**src/rtl/shift_register_ctrl.sv**
```systemverilog
// shift_register_ctrl
//   Sequencer and round-robin arbiter for an external WIDTH-bit parallel-load
//   shift register. One requester word is granted per frame. The word is loaded
//   into the register and then streamed MSB-first to a serial sink that can
//   apply backpressure. Each frame is tagged with its source id and a last-bit
//   marker.
//
// Ports
//   clk, reset_n      clock (rising edge), asynchronous active-low reset
//   req_valid/ready   per-requester handshake; ready is one-hot, IDLE only
//   req_data          requester i word at [i*WIDTH +: WIDTH]
//   sr_load/sr_shift  load / shift enables for the external shift register
//   sr_data_in        parallel word for the external shift register
//   sr_msb            current MSB of the external shift register
//   ser_bit/valid/ready/last/id   serial stream toward the sink
//   busy              high while a frame or its trailing gap is in progress
module shift_register_ctrl #(
  parameter int WIDTH      = 8,
  parameter int NREQ       = 2,
  parameter int GAP_CYCLES = 0,
  localparam int ID_W      = (NREQ > 1) ? $clog2(NREQ) : 1
) (
  input  logic                  clk,
  input  logic                  reset_n,
  input  logic [NREQ-1:0]       req_valid,
  input  logic [NREQ*WIDTH-1:0] req_data,
  output logic [NREQ-1:0]       req_ready,
  output logic                  sr_load,
  output logic                  sr_shift,
  output logic [WIDTH-1:0]      sr_data_in,
  input  logic                  sr_msb,
  output logic                  ser_bit,
  output logic                  ser_valid,
  input  logic                  ser_ready,
  output logic                  ser_last,
  output logic [ID_W-1:0]       ser_id,
  output logic                  busy
);

  localparam int CNT_W = (WIDTH > 1) ? $clog2(WIDTH) : 1;
  localparam logic [CNT_W-1:0] LAST_BIT = CNT_W'(WIDTH - 1);

  typedef enum logic [1:0] {
    IDLE  = 2'd0,
    SHIFT = 2'd1,
    GAP   = 2'd2
  } state_t;

  state_t           state;
  logic [CNT_W-1:0] bit_cnt;
  logic [3:0]       gap_cnt;
  logic [ID_W-1:0]  rr_ptr;
  logic [WIDTH-1:0] data_hold;

  logic [2*NREQ-1:0] dbl_valid;
  logic [NREQ-1:0]   rot_valid;
  logic              gnt_found;
  logic [ID_W-1:0]   gnt_off;
  logic [ID_W:0]     gnt_sum;
  logic [ID_W-1:0]   gnt_idx;
  logic [ID_W-1:0]   rr_next;
  logic              grant;
  logic [WIDTH-1:0]  gnt_data;
  logic              bit_last;

  // Round-robin search: rotate the request vector so rr_ptr sits at bit 0,
  // take the first set bit, then rotate the offset back to an absolute index.
  always_comb begin
    dbl_valid = {req_valid, req_valid} >> rr_ptr;
    rot_valid = dbl_valid[NREQ-1:0];
    gnt_found = 1'b0;
    gnt_off   = '0;
    for (int j = 0; j < NREQ; j++) begin
      if (!gnt_found && rot_valid[j]) begin
        gnt_found = 1'b1;
        gnt_off   = ID_W'(j);
      end
    end
    gnt_sum = {1'b0, rr_ptr} + {1'b0, gnt_off};
    if (gnt_sum >= (ID_W+1)'(NREQ)) begin
      gnt_sum = gnt_sum - (ID_W+1)'(NREQ);
    end
    gnt_idx = gnt_sum[ID_W-1:0];
    if ({1'b0, gnt_idx} == (ID_W+1)'(NREQ - 1)) begin
      rr_next = '0;
    end else begin
      rr_next = gnt_idx + 1'b1;
    end
  end

  // The grant is combinational; gating with reset_n keeps every handshake
  // output quiet while reset is held even if requests are pending.
  assign grant = reset_n && (state == IDLE) && gnt_found;

  always_comb begin
    req_ready = '0;
    gnt_data  = '0;
    for (int i = 0; i < NREQ; i++) begin
      if (gnt_idx == ID_W'(i)) begin
        req_ready[i] = grant;
        gnt_data     = req_data[i*WIDTH +: WIDTH];
      end
    end
  end

  assign bit_last   = (bit_cnt == LAST_BIT);
  assign sr_load    = grant;
  // Between grants the register input keeps the last loaded word.
  assign sr_data_in = grant ? gnt_data : data_hold;
  assign ser_valid  = (state == SHIFT);
  assign ser_bit    = ser_valid & sr_msb;
  assign ser_last   = ser_valid & bit_last;
  assign sr_shift   = ser_valid & ser_ready;
  assign busy       = (state != IDLE);

  always_ff @(posedge clk or negedge reset_n) begin
    if (!reset_n) begin
      state     <= IDLE;
      bit_cnt   <= '0;
      gap_cnt   <= '0;
      rr_ptr    <= '0;
      ser_id    <= '0;
      data_hold <= '0;
    end else begin
      case (state)
        IDLE: begin
          if (grant) begin
            ser_id    <= gnt_idx;
            rr_ptr    <= rr_next;
            bit_cnt   <= '0;
            data_hold <= gnt_data;
            state     <= SHIFT;
          end
        end
        SHIFT: begin
          // A stalled sink freezes the counter, so ser_bit/ser_last hold too.
          if (ser_ready) begin
            if (bit_last) begin
              bit_cnt <= '0;
              if (GAP_CYCLES > 0) begin
                gap_cnt <= 4'(GAP_CYCLES - 1);
                state   <= GAP;
              end else begin
                state <= IDLE;
              end
            end else begin
              bit_cnt <= bit_cnt + 1'b1;
            end
          end
        end
        GAP: begin
          if (gap_cnt == '0) begin
            state <= IDLE;
          end else begin
            gap_cnt <= gap_cnt - 1'b1;
          end
        end
        default: state <= IDLE;
      endcase
    end
  end

endmodule

```
**config.mk**
```make
export PLATFORM = sky130hd
export DESIGN_NAME = shift_register_ctrl
export DESIGN_NICKNAME = d
export VERILOG_FILES = /design/src/rtl/shift_register_ctrl.sv
export SDC_FILE = /design/constraint.sdc
export NUM_CORES = 1
export LEC_CHECK = 0
export BUFFER_PORTS_ARGS = -buffer_cell sky130_fd_sc_hd__buf_2
export CAP_MARGIN = 20
export CORE_MARGIN = 5
export CORE_UTILIZATION = 45
export DETAILED_ROUTE_END_ITERATION = 12
export GPL_ROUTABILITY_DRIVEN = 0
export PLACE_DENSITY = 0.75
export REMOVE_ABC_BUFFERS = 1
export SETUP_SLACK_MARGIN = 0.1
export SYNTH_ARGS = -nofsm -noshare
export SYNTH_HDL_FRONTEND = slang
export SYNTH_SLANG_ARGS = --single-unit
```
**constraint.sdc**
```tcl
create_clock -name clk -period 4.12 [get_ports clk]
set_clock_uncertainty 0.1 [all_clocks]
set_input_delay 0.206 -clock clk [delete_from_list [all_inputs] [get_ports clk]]
set_output_delay 0.206 -clock clk [all_outputs]
set_load 0.005 [all_outputs]
```
Yosys cells after proc, flatten, opt, wreduce, memory -nomap -nowiden
Cells that the tools add are included.
{ "classes": {"add_sub_neg": 5, "n_mul": 0, "div_mod_pow": 0, "n_lt_le_gt_ge": 1, "eq_ne": 7, "n_shift": 1, "mux": 18, "bitwise_logic": 4, "n_reduce_logical": 12} }
{ "op_table": {"columns": ["op", "n"], "rows": [
  ["8-bit two-way mux", 2],
  ["3-bit two-way mux", 3],
  ["2-bit two-way mux", 4],
  ["1-bit two-way mux", 7],
  ["2-bit one-hot mux with 3 select lines", 1],
  ["3-bit one-hot mux with 2 select lines", 1],
  ["4-bit zero test", 1],
  ["2-bit by 1-bit inequality test with 1-bit output (second input constant)", 2],
  ["2-bit inequality test (second input constant)", 2],
  ["2-bit AND reduction", 2],
  ["4-bit AND reduction", 1],
  ["2-bit nonzero test", 2],
  ["4-bit by 1-bit right shift with 2-bit output", 1],
  ["4-bit by 1-bit subtractor with 4-bit output (second input constant)", 1],
  ["3-bit by 1-bit adder with 3-bit output (second input constant)", 1],
  ["1-bit AND", 3],
  ["3-bit == test (second input constant)", 1],
  ["1-bit logical AND", 3],
  ["3-bit AND reduction", 1],
  ["1-bit by 1-bit adder with 2-bit output", 1],
  ["2-bit by 1-bit == test with 1-bit output (second input constant)", 1],
  ["2-bit == test (second input constant)", 1],
  ["2-bit >= comparator (second input constant)", 1],
  ["2-bit zero test", 1],
  ["4 further kinds", 4]
]} }
{ "word_totals": {"register_bits": 19, "latch_bits": 0, "mem_bits_rw": 0, "romBits": 0, "input_bits": 22, "out_inout_bits": 17, "elab_cells": 54, "mem_count": 0} }

Logic depth before layout (Yosys ltp)
{ "depth": {"word_depth": 10, "depth_mapped": 6, "mapped_depth_nobuf": 5} }

Worst setup path after synthesis
No wires, ideal clock.
{ "synth_path": {"path_kind": "flip-flop to output port", "start": "reg state[0]", "end": "out sr_data_in[1]", "t_arrival_ps": 1095, "required_ps": 3814, "setup_slack_ps": 2719, "path_stages_with_launch": 7, "n_path_buf": 2, "cell_sequence": "dfrtp_1 nor2b_1 buf_2 nand2_8 inv_4 buf_6 a31oi_1"} }
{ "synth_between": {"elab_chain_cells": 4} }
{ "synth_lines": {"columns": ["item", "line", "text"], "rows": [
  ["start: declaration", "49", "state_t state;"],
  ["start signal: assignment", "118", "state <= IDLE;"],
  ["start signal: assignment", "132", "state <= SHIFT;"],
  ["start signal: assignment", "142", "state <= GAP;"],
  ["2-bit zero test", "93", "assign grant = reset_n && (state == IDLE) && gnt_found;"],
  ["1-bit logical AND (2 in series)", "93", null],
  ["named net sr_load", "28", "output logic sr_load,"],
  ["8-bit two-way mux", null, null],
  ["end: declaration", "30", "output logic [WIDTH-1:0] sr_data_in,"]
]} }
The timed path passes the listed nets, and every way through them passes these cells.

Worst setup path in the final report
{ "layout_path": {"start": "in reset_n", "end": "out sr_data_in[6]"} }
{ "layout_between": {"elab_chain_cells": 3} }
{ "layout_lines": {"columns": ["item", "line", "text"], "rows": [
  ["start: declaration", "24", "input logic reset_n,"],
  ["1-bit logical AND (2 in series)", "93", null],
  ["8-bit two-way mux", null, null]
]} }
No other way between the ends.

==> key figures <==
Outcome
  – Status: complete, no violations

Global routing
  – Gr ovfl total: 0
  – First-pass GRT wire length: 3222 µm
  – Antenna violations before repair: 0
  – Vias in the first global route: 790
  – Largest net degree at the start of global routing: 22
  – Total global-route track usage: roughly 16%

Clock network
  – H-tree levels: 1
  – Clock Tree Buf Depth: 2
  – CTS Buf Count: 3
  – Clk sink count: 14
  – Worst-path clk slew: about 80 ps
  – Clock Root Buffer: clkbuf_4
  – TritonCTS clock tree: built
  – Clk_lat worst skew: 280 ps

Timing
  – Period utilization: roughly 65%
  – Setup_tns: 0 ps
  – Worst-Margin Slew: 868.9 ps
  – RSZ-0062 raised after global routing: no
  – Final hold slack: 104.4 ps
  – Slew Limit Headroom: 41.96%
  – Final hold viol count: 0
  – Final Max Tran Viols: 0
  – Final setup viols: 0
  – Fin crit period: 2665 ps
  – FMAX: around 380 MHz

Power
  – Clock network fraction of total power: 14.7%
  – Net Sw Power: 0.2549 mW
  – Switching Share: 38.27%
  – Pwr/cell area: 624.1 nW/µm²
  – Seq pwr share: a little over a third
  – Static leakage: 0.4967 nW
  – Int Power: slightly above 0.4 mW
  – Comb pwr share: 49.2%
  – Maximum VDD drop: 0.2516 mV

Critical path
  – Critical Path Start Type: input pin
  – CP required: 3810 ps
  – Worst path top cell family by delay: buffers and inverters
  – Worst stage delay on the critical path: 750 ps
  – WS Path Type: in2out
  – R2R Path Start: state[0]
  – Slowest-stage cell, CP: nor2b_1
  – WP buf/inv: 4
  – Crit-path max FO: 21
  – Worst R2R End: ser_id
  – Crit path to: sr_data_in[6]
  – R2R cell count: 4
  – Crit path DAT: 2360 ps
  – Most frequent cell on the critical path: buf_2
  – Critical path depth: 7
  – Crit end category: primary output
  – CP startpoint: reset_n
  – FF-to-FF setup slack: 2130 ps
  – Critical path, cell by cell: dlygate4sd3_1 > buf_2 > nor2b_1 > nand2_8 > inv_4 > a31oi_1 > buf_2

Logic synthesis
  – Distinct cells, synth: 26
  – Post-synth EDFFs: 0
  – Sequential cell area fraction in the yosys report: 41.00%
  – Synth Area per Inst: 9.495 µm²
  – Synth Flop Type: dfrtp_1
  – Ranking of synthesized cells by area: dfrtp_1, a31oi_1, nand3b_1
  – FFs w/ async S/R, synth: 100.0%
  – Synth Register Bits: 14
  – Count leader, synth: a31oi_1
  – Area leader, netlist: dfrtp_1
  – Cells after Synth: 90
  – Cell area after synthesis: ~850 µm²
  – Commonest cells post-synth: a31oi_1, dfrtp_1, a21oi_1
  – Yosys warning total: 0
  – Synth top area share: 41.00%

Detailed routing
  – Final ANT Viol Nets: 0
  – 1st-iter DRT viols: 21
  – Vias post-DR: between 800 and 900
  – Drt pass-1 iters: 4
  – DR vias/cell: 5.517
  – Drt wl/cell: 13.32 µm
  – Total Routed Length: approximately 2000 µm
  – DR DRC count: 0

Placed design
  – # port buffers: 38
  – DP HPWL: 1522 µm

Final layout
  – Area growth syn-to-layout: 24.89%
  – Share of post-route cells with drive strength above 1: 38.89%
  – Nets@finish: roughly 150
  – FILL cells: between 150 and 200
  – Ant. Diodes: 0

Floorplan
  – Die area: ~2900 µm²
  – Initial Util: 48.44%
  – Die Span Y: 53.58 µm
  – Ports: 39
  – Core area: around 1800 µm²
  – Die width: 53.58 µm
  – # rows: 15

Run
  – Max-cap violations: 0

Min path
  – Hold Crit Class: in2reg
==> cell usage in the layout (no fill, tap or decap), drive strengths merged <==
cell         instances
nor3                 2
nor2                 3
and2                 2
mux2                 1
buf                 38
a21oi               10
nand3b               8
o21ai                8
dfrtp               14
o32ai                1
a31o                 1
or2                  1
ha                   2
dlygate4sd3          1
a31oi               16
inv                  3
a21bo                1
nand2                7
nor2b                1
a21boi               1
o2bb2ai              1
clkbuf               4
==> worst register-to-register path: stages, from the launching register on <==
cell and delay [ps]:
dfrtp_1 440, nor2b_1 700, nand2_8 100, inv_4 220, mux2_4 320
==> flip-flops by register name, indices dropped and copies added, names as in the netlist <==
name / cells
ser_id: 1
rr_ptr: 1
bit_cnt: 3
data_hold: 8
state: 1
==> layout make-up <==
type	instances	area [µm²]	share of cell area (%)
Multi-Input combinational cell	66	435.4	40.80
Sequential cell	14	350.3	32.83
Timing Repair Buffer	39	200.2	18.76
Clock buffer	4	36.28	3.400
Tap cell	25	31.28	2.931
Inverter	3	13.76	1.290
==> through the flow <==
step                      instance area, µm²  worst slack [ps]  utilization [%]  instances  total power, mW
after floorplan                        799.5              2301                -         83           0.4471
after global placement                  1021              2050            57.87        146           0.5616
after global routing                    1067              1276            60.50        151           0.7263
after detailed placement                1021              2000            57.87        146           0.5749
after CTS                               1067              1456            60.50        151           0.6753
final                                   1067              1455            60.50        151           0.6660
==> power groups by stage <==
stage	clock network [mW]	registers [mW]	logic, mW
after floorplan	0	0.236	0.211
after global placement	0	0.239	0.322
after detailed placement	0	0.243	0.332
after CTS	0.101	0.240	0.334
after global routing	0.105	0.247	0.374
final	0.0977	0.240	0.328
==> routing by layer <==
metal / up-vias / wire (µm) / track usage (%)
met3: 3 / 181 / 4.986
met5: - / 0 / 0
met4: 0 / 29 / 7.660
li1: 406 / - / -
met2: 44 / 933 / 25.71
met1: 380 / 868 / 18.29
==> worst min-delay path by stage <==
stage | from | to | slack (ps) | cells after the start
after global routing | ser_ready | state[0] | 120 | 4
final | ser_ready | state[0] | 100 | 4
after detailed placement | reset_n | bit_cnt[1] | 10 | 1
after CTS | ser_ready | state[0] | 90 | 4
after global placement | reset_n | bit_cnt[2] | 10 | 1
after floorplan | reset_n | bit_cnt[0] | -190 | 0
==> cell families (layout without fill, tap and decap cells) <==
| kind of cell | count (synthesis) | after routing | share of synthesized area [%] |
|---|---|---|---|
| simple gates | 24 | 24 | 17.72 |
| mux | 1 | 1 | 1.756 |
| flops | 14 | 14 | 41.00 |
| buf+inv | 10 | 46 | 8.053 |
| compound gates | 39 | 39 | 28.55 |
| fa+ha+maj | 2 | 2 | 2.928 |
==> timing repair <==
item,in CTS,in global routing
hold buffers,1,0
setup buffers,0,0
resized for setup,0,0
endpoints found under the hold margin,14,0
(Power assumes the default switching activity.)
